===== src/rtl/passthrough_queue_pkg.sv =====
`default_nettype none
// ============================================================================
//  Package  : passthrough_pkg
//  Purpose  : Shared default sizes and width helpers for passthrough_queue.
//  Revision : 1.0  initial release
// ============================================================================
package passthrough_pkg;

    localparam int DEFAULT_WIDTH = 8;
    localparam int DEFAULT_DEPTH = 4;

    function automatic int ptr_w(input int depth);
        int w;
        w = $clog2(depth);
        return (w < 1) ? 1 : w;
    endfunction

    function automatic int cnt_w(input int depth);
        return $clog2(depth + 1);
    endfunction

endpackage
`default_nettype wire


===== src/rtl/passthrough_queue_if.sv =====
`default_nettype none
// ============================================================================
//  Interface : passthrough_queue_if
//  Purpose   : Enqueue/dequeue ready-valid bundle plus occupancy count.
//  Revision  : 1.0  initial release
// ============================================================================
interface passthrough_queue_if
    import passthrough_pkg::*;
#(
    parameter int WIDTH = DEFAULT_WIDTH,
    parameter int DEPTH = DEFAULT_DEPTH
);

    logic                      io_enq_valid;
    logic                      io_enq_ready;
    logic [WIDTH-1:0]          io_enq_bits;
    logic                      io_deq_valid;
    logic                      io_deq_ready;
    logic [WIDTH-1:0]          io_deq_bits;
    logic [cnt_w(DEPTH)-1:0]   io_count;

    // Queue side
    modport slave (
        input  io_enq_valid, io_enq_bits, io_deq_ready,
        output io_enq_ready, io_deq_valid, io_deq_bits, io_count
    );

    // Producer/consumer side
    modport master (
        output io_enq_valid, io_enq_bits, io_deq_ready,
        input  io_enq_ready, io_deq_valid, io_deq_bits, io_count
    );

endinterface
`default_nettype wire


===== src/rtl/passthrough_queue_ptr.sv =====
`default_nettype none
// ============================================================================
//  Module   : queue_ptr
//  Purpose  : Modulo-DEPTH wrapping pointer with increment enable.
//  Revision : 1.0  initial release
// ============================================================================
module queue_ptr
    import passthrough_pkg::*;
#(
    parameter int DEPTH = DEFAULT_DEPTH
) (
    input  logic                      clock,
    input  logic                      reset,
    input  logic                      inc_i,
    output logic [ptr_w(DEPTH)-1:0]   ptr_o
);

    localparam int            PW     = ptr_w(DEPTH);
    localparam logic [PW-1:0] C_LAST = PW'(DEPTH - 1);

    logic [PW-1:0] ptr_q;
    logic [PW-1:0] ptr_d;

    always_comb begin
        ptr_d = ptr_q;
        if (inc_i) begin
            ptr_d = (ptr_q == C_LAST) ? '0 : ptr_q + 1'b1;
        end
    end

    always_ff @(posedge clock or negedge reset) begin
        if (!reset) begin
            ptr_q <= '0;
        end else begin
            ptr_q <= ptr_d;
        end
    end

    assign ptr_o = ptr_q;

endmodule
`default_nettype wire


===== src/rtl/passthrough_queue.sv =====
`default_nettype none
// ============================================================================
//  Module   : passthrough_queue
//  Purpose  : DEPTH-entry ready/valid FIFO; PASSTHROUGH_QUEUE_FLOW_EN adds
//             combinational enq->deq passthrough when empty.
//  Revision : 1.0  initial release
// ============================================================================
module passthrough_queue
    import passthrough_pkg::*;
#(
    parameter int WIDTH = DEFAULT_WIDTH,
    parameter int DEPTH = DEFAULT_DEPTH
) (
    input  logic               clock,
    input  logic               reset,
    passthrough_queue_if.slave q
);

    localparam int            PW     = ptr_w(DEPTH);
    localparam int            CW     = cnt_w(DEPTH);
    localparam logic [CW-1:0] C_FULL = CW'(DEPTH);

    logic [WIDTH-1:0] mem_q [DEPTH];
    logic [PW-1:0]    w_wptr;
    logic [PW-1:0]    w_rptr;
    logic [CW-1:0]    cnt_q;
    logic [CW-1:0]    cnt_d;

    logic w_empty;
    logic w_full;
    logic w_enq_fire;
    logic w_deq_fire;
    logic w_bypass;
    logic w_push;
    logic w_pop;

    assign w_empty = (cnt_q == '0);
    assign w_full  = (cnt_q == C_FULL);

    // Ready depends on stored state only: a full queue never accepts, even on a same-cycle pop.
    assign q.io_enq_ready = ~w_full;
    assign q.io_count     = cnt_q;

`ifdef PASSTHROUGH_QUEUE_FLOW_EN
    assign w_bypass       = w_empty & q.io_enq_valid & q.io_deq_ready;
    assign q.io_deq_valid = ~w_empty | q.io_enq_valid;
    assign q.io_deq_bits  = w_empty ? q.io_enq_bits : mem_q[w_rptr];
`else
    assign w_bypass       = 1'b0;
    assign q.io_deq_valid = ~w_empty;
    assign q.io_deq_bits  = mem_q[w_rptr];
`endif

    assign w_enq_fire = q.io_enq_valid & q.io_enq_ready;
    assign w_deq_fire = q.io_deq_valid & q.io_deq_ready;

    // A bypassed byte leaves in the same cycle, so storage and pointers stay put.
    assign w_push = w_enq_fire & ~w_bypass;
    assign w_pop  = w_deq_fire & ~w_bypass;

    always_comb begin
        cnt_d = cnt_q;
        if (w_push & ~w_pop) begin
            cnt_d = cnt_q + 1'b1;
        end else if (w_pop & ~w_push) begin
            cnt_d = cnt_q - 1'b1;
        end
    end

    always_ff @(posedge clock or negedge reset) begin
        if (!reset) begin
            cnt_q <= '0;
        end else begin
            cnt_q <= cnt_d;
        end
    end

    always_ff @(posedge clock) begin
        if (w_push) begin
            mem_q[w_wptr] <= q.io_enq_bits;
        end
    end

    queue_ptr #(
        .DEPTH (DEPTH)
    ) u_wptr (
        .clock (clock),
        .reset (reset),
        .inc_i (w_push),
        .ptr_o (w_wptr)
    );

    queue_ptr #(
        .DEPTH (DEPTH)
    ) u_rptr (
        .clock (clock),
        .reset (reset),
        .inc_i (w_pop),
        .ptr_o (w_rptr)
    );

endmodule
`default_nettype wire


===== src/flat_wrapper.sv =====
// flat-port wrapper written by rule: the top's interface ports become plain ports
module passthrough_queue_flat import passthrough_pkg::*;
#(
    parameter int WIDTH = DEFAULT_WIDTH,
    parameter int DEPTH = DEFAULT_DEPTH
)
  (clock, reset, q_io_enq_valid, q_io_enq_bits, q_io_deq_ready, q_io_enq_ready, q_io_deq_valid, q_io_deq_bits, q_io_count);
  passthrough_queue_if #(.WIDTH(WIDTH), .DEPTH(DEPTH)) q_i ();
  input  logic clock;
  input  logic reset;
  input wire logic [$bits(q_i.io_enq_valid)-1:0] q_io_enq_valid;
  input wire logic [$bits(q_i.io_enq_bits)-1:0] q_io_enq_bits;
  input wire logic [$bits(q_i.io_deq_ready)-1:0] q_io_deq_ready;
  output wire logic [$bits(q_i.io_enq_ready)-1:0] q_io_enq_ready;
  output wire logic [$bits(q_i.io_deq_valid)-1:0] q_io_deq_valid;
  output wire logic [$bits(q_i.io_deq_bits)-1:0] q_io_deq_bits;
  output wire logic [$bits(q_i.io_count)-1:0] q_io_count;
  assign q_i.io_enq_valid = q_io_enq_valid;
  assign q_i.io_enq_bits = q_io_enq_bits;
  assign q_i.io_deq_ready = q_io_deq_ready;
  assign q_io_enq_ready = q_i.io_enq_ready;
  assign q_io_deq_valid = q_i.io_deq_valid;
  assign q_io_deq_bits = q_i.io_deq_bits;
  assign q_io_count = q_i.io_count;
  passthrough_queue #(.WIDTH(WIDTH), .DEPTH(DEPTH)) u_core (.clock(clock), .reset(reset), .q(q_i));
endmodule

===== config.mk =====
export PLATFORM = sky130hd
export DESIGN_NAME = passthrough_queue_flat
export DESIGN_NICKNAME = d
export VERILOG_FILES = /design/src/rtl/passthrough_queue_pkg.sv /design/src/rtl/passthrough_queue_if.sv /design/src/rtl/passthrough_queue_ptr.sv /design/src/rtl/passthrough_queue.sv /design/src/flat_wrapper.sv
export SDC_FILE = /design/constraint.sdc
export NUM_CORES = 1
export LEC_CHECK = 0
export BUFFER_PORTS_ARGS = -buffer_cell sky130_fd_sc_hd__buf_2
export CAP_MARGIN = 10
export CORE_MARGIN = 2
export CORE_UTILIZATION = 49
export CTS_CLUSTER_SIZE = 16
export DETAILED_ROUTE_END_ITERATION = 12
export PLACE_DENSITY = 0.78
export SLEW_MARGIN = 20
export SYNTH_ARGS = -nofsm -noshare
export SYNTH_HDL_FRONTEND = slang
export SYNTH_HIERARCHICAL = 1
export SYNTH_SLANG_ARGS = --single-unit

===== constraint.sdc =====
create_clock -name clock -period 2.1 [get_ports clock]
set_clock_uncertainty 0.1 [all_clocks]
set_input_delay 0.42 -clock clock [delete_from_list [all_inputs] [get_ports clock]]
set_output_delay 0.42 -clock clock [all_outputs]
set_load 0.005 [all_outputs]

==> results.md, run 1 <==
- Run status: complete, no violations
- Worst setup startpoint: u_core/q.io_count[1]$_DFFE_PN0P_
- Initial antenna violation count: 0
- First-pass DRT Iterations: 4
- Final Max Slew Viols: 0
- Warning count from the yosys run: 6
- RSZ-0062 raised after global routing: true
- First-pass GRT wire length: 3.91 mm
- Design Area, Final: 1880 sq um
- Synth cell types: 18
- Layout cells sized above 1: 52.5%
- Crit path DAT: 2.20 ns
- Total core area: 3030 sq um
- Max IR drop VDD: 0.742 mV
- IO buf count: 24
- Die H: 60.2 um
- Syn avg cell area: 20.4 sq um
- R2R cell count: 7
- Area Growth Syn to Fin: 21.7%
- Area post-placement: 1780 sq um
- Routed Antenna Nets: 0
- Hpwl dp: 1.76 mm
- Drt total wl: 2.60 mm
- Antenna diode count: 0
- Worst slew pin tran: 0.438 ns
- Synth area leader: edfxtp_1
- CP Capture Type: register
- Clock sink count: 39
- Clock root cell: clkbuf_4
- Maximum clock frequency: 484 MHz
- Effective utilization at floorplan: 51.1%
- Final total power: 0.00249 W
- Largest net degree at the start of global routing: 12
- Num CTS Buffers: 5
- Relative slew slack: 70.8%
- Top Metal Used: met4
- Via density: 4.98
- Top cells by area, synth: edfxtp_1 62%, mux4_2 12%, dfrtp_1 11%
- Sequential area share after synthesis: 73.4%
- Average wire per standard cell: 16.0 um
- Max Cap Viol: 0
- Pleak: 0.712 nW
- Period utilisation layout: 98.4%
- Worst-skew pair later-pin latency: 0.33 ns
- Most frequent cells in the layout: 32 x edfxtp_1, 24 x buf_2, 11 x buf_4
- Clk buf depth: 2
- Startpoint Class: register
- Cell Rows: 20
- GRT overflow: 0
- Tmin final: 2.07 ns
- Final setup viols: 0
- Share of the synthesized area in the top cell type: 62.1%
- CP Data Required Time: 2.23 ns
- Crit Path Category: register to register
- CTS clk-pin slew, worst paths: 0.11 ns
- Die area: 3620 sq um
- DR DRC count: 0
- Critical Path Sink: u_core/q.io_count[1]$_DFFE_PN0P_
- I/O Pins: 25
- CP max FO: 3
- R2R setup slack: 0.03 ns
- Hold_ws: 0.190 ns
- Synthesized flop and latch total: 39
- CTS tree: built
- Reg-to-Reg End: u_core/q.io_count[1]$_DFFE_PN0P_
- Commonest non-fill, non-tap cell in the layout: edfxtp_1
- H-tree depth: 2
- Hold Crit Class: primary input to register
- Met1 Routed Length: 1.00 mm
- Final Hold Vio Count: 0
- Chip width: 60.2 um
- Vias: 806
- GPL Wtd Cong: 0.692
- All-Layer GR Usage: 16.4%
- Post-Syn Nets: 92
- PwrDens: 1320 nW/um^2
- Cell count after synthesis: 76
- Reg2reg start: u_core/q.io_count[1]$_DFFE_PN0P_
- Met3 WL: 114 um
- Number of nets in the layout: 133
- Mapped Area: 1550 sq um
- Number of global-route vias before repair: 824
- Initial DRC count: 27
- Met2 routed WL: 1.43 mm
## kinds of logic (layout without fill, tap and decap cells)
logic type | count (synthesis) | in the layout | share of synthesized area [%]
buffers and inverters | 5 | 47 | 1.78
DFF | 39 | 39 | 73.4
muxes | 13 | 13 | 15.3
and+or+nand+nor | 12 | 12 | 4.12
xor gates and xnor gates | 3 | 3 | 1.70
adders and majority gates | 4 | 4 | 3.72
## power by group
group | switching (W) | internal, W | total, W | leakage [nW]
clock network | 0.000229 | 0.000131 | 0.000360 | 0.0293
registers | 0.000128 | 0.00105 | 0.00117 | 0.375
logic | 0.000402 | 0.000559 | 0.000961 | 0.307
## worst max-delay path: stages, from the launching register on
cell and delay (ns):
dfrtp_1 0.42, or3b_4 0.42, nand2_4 0.07, inv_2 0.05, ha_4 0.16, inv_2 0.05, fa_2 0.42, mux2_2 0.27
## cell type report
type,count,area [sq um]
Tap cell,44,55.1
Clock inverter,1,5.00
Multi-Input combinational cell,32,419
Sequential cell,39,1140
Clock buffer,7,45.0
Fill cell,227,1140
Inverter,3,11.3
Timing Repair Buffer,36,213
## how the worst min path moves through the flow
stage,from,end,cells past startpoint
floorplan,reset,u_core/q.io_count[0]$_DFFE_PN0P_,0
global placement,reset,u_core/u_wptr/ptr_o[1]$_DFFE_PN0P_,1
detailed placement,reset,u_core/u_wptr/ptr_o[1]$_DFFE_PN0P_,1
CTS,q_io_enq_bits[1],u_core/mem_q[2][1]$_DFFE_PP_,1
global route,q_io_enq_bits[4],u_core/mem_q[2][4]$_DFFE_PP_,1
finish,q_io_enq_bits[1],u_core/mem_q[0][1]$_DFFE_PP_,1
## state kept, by name, summed over array words and instances (netlist names)
name                 count
u_core/u_rptr/ptr_o      2
u_core/mem_q            32
u_core/u_wptr/ptr_o      2
u_core/q.io_count        3
## timing repair
item	CTS	global route
endpoints found under the hold margin	7	0
resized for setup	2	4
endpoints found under the setup margin	2	9
cloned	0	0
hold buffers	1	0
pin swaps	0	5
buffers inserted	2	1
## cells in the mapped netlist
cell type	number
nand2_2	1
xor2_1	2
xnor2_1	1
clkbuf_2	1
mux4_2	8
dfrtp_1	7
inv_1	3
nand2_1	2
nor3_1	1
nor2_1	4
ha_1	3
nor3b_1	2
or3b_1	1
or3_1	1
fa_1	1
mux2_2	5
edfxtp_1	32
buf_6	1
## per-stage QoR
step	TNS, ns	std cells	util [%]	setup slack (ns)
after global routing	-0.140	162	62.2	-0.0317
after floorplan	0	76	-	0.00585
after global placement	0	150	58.7	0.0212
after detailed placement	-0.0863	150	58.7	-0.0518
after CTS	0	161	61.4	0.00436
final	0	162	62.2	0.0327
## metal layers
layer	vias up	global-route usage (%)
li1	378	-
met1	402	18.5
met2	21	28.4
met3	5	6.06
met4	0	5.71
met5	-	0
Power figures use the tool's default switching activity.
==> run 2, diff against run 1 <==
--- a/config.mk
+++ b/config.mk
@@ -5,7 +5,7 @@
 export SDC_FILE = /design/constraint.sdc
 export NUM_CORES = 1
 export LEC_CHECK = 0
-export BUFFER_PORTS_ARGS = -buffer_cell sky130_fd_sc_hd__buf_2
+export BUFFER_PORTS_ARGS = -buffer_cell sky130_fd_sc_hd__clkbuf_2
 export CAP_MARGIN = 10
 export CORE_MARGIN = 2
 export CORE_UTILIZATION = 49
@@ -15,5 +15,4 @@
 export SLEW_MARGIN = 20
 export SYNTH_ARGS = -nofsm -noshare
 export SYNTH_HDL_FRONTEND = slang
-export SYNTH_HIERARCHICAL = 1
 export SYNTH_SLANG_ARGS = --single-unit
==> results.md, run 2 <==
- Relative slew slack: 69.1% (was 70.8%)
- Chip width: 61.1 um (was 60.2 um)
- CP max FO: 5 (was 3)
- CP Data Required Time: 1.58 ns (was 2.23 ns)
- Cell Rows: 20 (unchanged)
- Worst slew pin tran: 0.463 ns (was 0.438 ns)
- Startpoint Class: register (unchanged)
- DR DRC count: 0 (unchanged)
- Average wire per standard cell: 15.3 um (was 16.0 um)
- Hold_ws: 0.193 ns (was 0.190 ns)
- CTS tree: built (unchanged)
- Hold Crit Class: primary input to register (unchanged)
- Worst-skew pair later-pin latency: 0.34 ns (was 0.33 ns)
- Most frequent cells in the layout: 32 x edfxtp_1, 24 x clkbuf_2, 8 x mux4_2 (was 32 x edfxtp_1, 24 x buf_2, 11 x buf_4)
- Clock root cell: clkbuf_4 (unchanged)
- IO buf count: 24 (unchanged)
- Post-Synth Simple-Gate Area: 4.15% (was 4.12%)
- Crit-path max cell delay: 0.51 ns (was 0.42 ns)
- Max Cap Viol: 0 (unchanged)
- Largest net degree at the start of global routing: 13 (was 12)
- Drt total wl: 2.47 mm (was 2.60 mm)
- Total core area: 3080 sq um (was 3030 sq um)
- First-pass DRT Iterations: 3 (was 4)
- CP cell instances: buf_4 -> mux4_2 -> clkbuf_2 (was or3b_4 -> nand2_4 -> inv_2 -> ha_4 -> inv_2 -> fa_2 -> mux2_2)
- Post-synth EDFFs: 32 (unchanged)
- Run status: complete, no violations (unchanged)
- Crit path DAT: 1.50 ns (was 2.20 ns)
- Biggest register: u_core.mem_q (was u_core/mem_q)
- PwrDens: 1350 nW/um^2 (was 1320 nW/um^2)
- Period utilisation layout: 96.4% (was 98.4%)
- Clk buf depth: 2 (unchanged)
- Worst path top cell family by delay: multiplexers (was adder cells)
- Top-count cell post-synth: edfxtp_1 (unchanged)
- Mapped Area: 1600 sq um (was 1550 sq um)
- Main combinational cell family by area after synthesis: multiplexers (unchanged)
- Commonest non-fill, non-tap cell in the layout: edfxtp_1 (unchanged)
- Antenna diode count: 0 (unchanged)
- Area post-placement: 1810 sq um (was 1780 sq um)
- Via density: 4.90 (was 4.98)
- Xor/xnor share of the synthesized area: 1.64% (was 1.70%)
- Max FFs per register: 32 (unchanged)
- Compound-cell area share of the yosys netlist: 0.704% (was 0%)
- Effective utilization at floorplan: 52.0% (was 51.1%)
- Share of the synthesized area in the top cell type: 60.1% (was 62.1%)
- Vias: 789 (was 806)
- First-pass GRT wire length: 3.89 mm (was 3.91 mm)
- Synth cell types: 18 (unchanged)
- Top cells by area, synth: edfxtp_1 60%, mux4_2 11%, dfrtp_1 11% (was edfxtp_1 62%, mux4_2 12%, dfrtp_1 11%)
- Initial DRC count: 22 (was 27)
- Number of global-route vias before repair: 843 (was 824)
- # fillers: 246 (was 227)
- Crit Path Category: register to output port (was register to register)
- Max IR drop VDD: 0.843 mV (was 0.742 mV)
- Warning count from the yosys run: 0 (was 6)
- Synth area leader: edfxtp_1 (unchanged)
- Cell count after synthesis: 79 (was 76)
- Num CTS Buffers: 5 (unchanged)
- PnR worst setup slack: 0.0763 ns (was 0.0327 ns)
- Post-Syn Nets: 98 (was 92)
- Asr flop ratio synth: 17.9% (unchanged)
- I/O Pins: 25 (unchanged)
- Area Growth Syn to Fin: 19.9% (was 21.7%)
- Place WS: 0.0343 ns (was -0.0518 ns)
- Hpwl dp: 1.70 mm (was 1.76 mm)
- Synthesized flop and latch total: 39 (unchanged)
- CTS clk-pin slew, worst paths: 0.11 ns (about the same)
- Final setup viols: 0 (unchanged)
- GRT overflow: 0 (unchanged)
- Design Area, Final: 1920 sq um (was 1880 sq um)
- GPL Wtd Cong: 0.809 (was 0.692)
- Pleak: 0.745 nW (was 0.712 nW)
- CP Capture Type: output port (was register)
- Synth Area in Adders: 5.95% (was 3.72%)
- Final total power: 0.00259 W (was 0.00249 W)
- Number of nets in the layout: 135 (was 133)
- Critical path's slowest cell: mux4_2 (was dfrtp_1)
- All-Layer GR Usage: 15.5% (was 16.4%)
- Sequential area share after synthesis: 71.0% (was 73.4%)
- Synth Flop Type: edfxtp_1 (unchanged)
- Initial antenna violation count: 0 (unchanged)
- RSZ-0062 raised after global routing: true (unchanged)
- Layout cells sized above 1: 47.0% (was 52.5%)
- Final Max Slew Viols: 0 (unchanged)
- Routed Antenna Nets: 0 (unchanged)
- Worst Path Buf+Inv: 2 (unchanged)
- Die H: 61.1 um (was 60.2 um)
- Final Hold Vio Count: 0 (unchanged)
- Tmin final: 2.02 ns (was 2.07 ns)
- Commonest cells in the netlist: 32 x edfxtp_1, 8 x mux4_2, 7 x dfrtp_1 (unchanged)
- Sum Neg Setup Slack: 0 ns (unchanged)
- Mux cell area share after synthesis: 15.3% (about the same)
- Syn avg cell area: 20.2 sq um (was 20.4 sq um)
- Clock sink count: 39 (unchanged)
- Die area: 3740 sq um (was 3620 sq um)
- Maximum clock frequency: 494 MHz (was 484 MHz)
- H-tree depth: 2 (unchanged)
run 2: cell count changes after synthesis, moves of 2 or more:
cell     before  now
mux2_2        5    3
mux2_4        0    2
ha_1          3    6
and2_1        0    4
nor3b_1       2    0
run 2: power breakdown:
| part | switching [W] | internal (W) | total (W) | leakage, nW |
|---|---|---|---|---|
| combinational | 0.000417 | 0.000536 | 0.000953 | 0.327 |
| clock | 0.000241 | 0.000245 | 0.000486 | 0.0426 |
| sequential | 0.000104 | 0.00105 | 0.00115 | 0.375 |
| total | 0.000762 | 0.00183 | 0.00259 | 0.745 |
run 2: per-stage QoR:
stage | cells | util (%)
floorplan | 79 | -
global placement | 151 | 58.8
detailed placement | 151 | 58.8
CTS | 160 | 61.6
global route | 161 | 62.3
finish | 161 | 62.3
run 2: area by class of cell:
type                       count  area (sq um)  area share (%)
multi-input combinational     35           455            23.8
sequential                    39          1140            59.3
inverter                       3          11.3           0.587
tap                           44          55.1            2.87
clock buffer                   5          37.5            1.96
clock inverter                 3          38.8            2.02
timing repair buffer          32           183            9.53
run 2: logic make-up (layout without fill, tap and decap cells):
logic type,after synthesis,in the layout
adder cells (fa/ha/maj),7,7
flip-flops,39,39
buffers and inverters,5,43
XOR/XNOR,3,3
AND/OR/NAND/NOR,11,11
multiplexers,13,13
AO/OA/AOI/OAI,1,1
run 2: path summary, 6_finish.rpt:
check	depth (start not counted)	endpoint	from	slack, ns
worst max-delay path	3	q_io_deq_bits[2]	u_core.u_rptr.ptr_o[0]$_DFFE_PN0P_	0.08
worst min-delay path	1	u_core.mem_q[3][3]$_DFFE_PP_	q_io_enq_bits[3]	0.19
worst max register to register	8	u_core.q.io_count[2]$_DFFE_PN0P_	u_core.q.io_count[2]$_DFFE_PN0P_	0.08
worst min register to register	1	u_core.u_wptr.ptr_o[1]$_DFFE_PN0P_	u_core.u_wptr.ptr_o[1]$_DFFE_PN0P_	0.48
max in group asynchronous	2	u_core.u_rptr.ptr_o[0]$_DFFE_PN0P_	reset	1.41
min in group asynchronous	2	u_core.q.io_count[0]$_DFFE_PN0P_	reset	0.33
run 2: what timing repair did:
item / CTS / global route
setup endpoints to repair: 0 / 10
buffers inserted: 0 / 1
hold buffers: 1 / 0
endpoints found under the hold margin: 7 / 0
gates resized for setup: 0 / 2
run 2: metal layers:
metal	vias up	part of all wire, %	global-route usage [%]
met1	399	42	19.4
met2	15	53	25.4
met3	0	4.7	5.88
met4	0	0	4.66
li1	375	-	-
met5	-	0	0
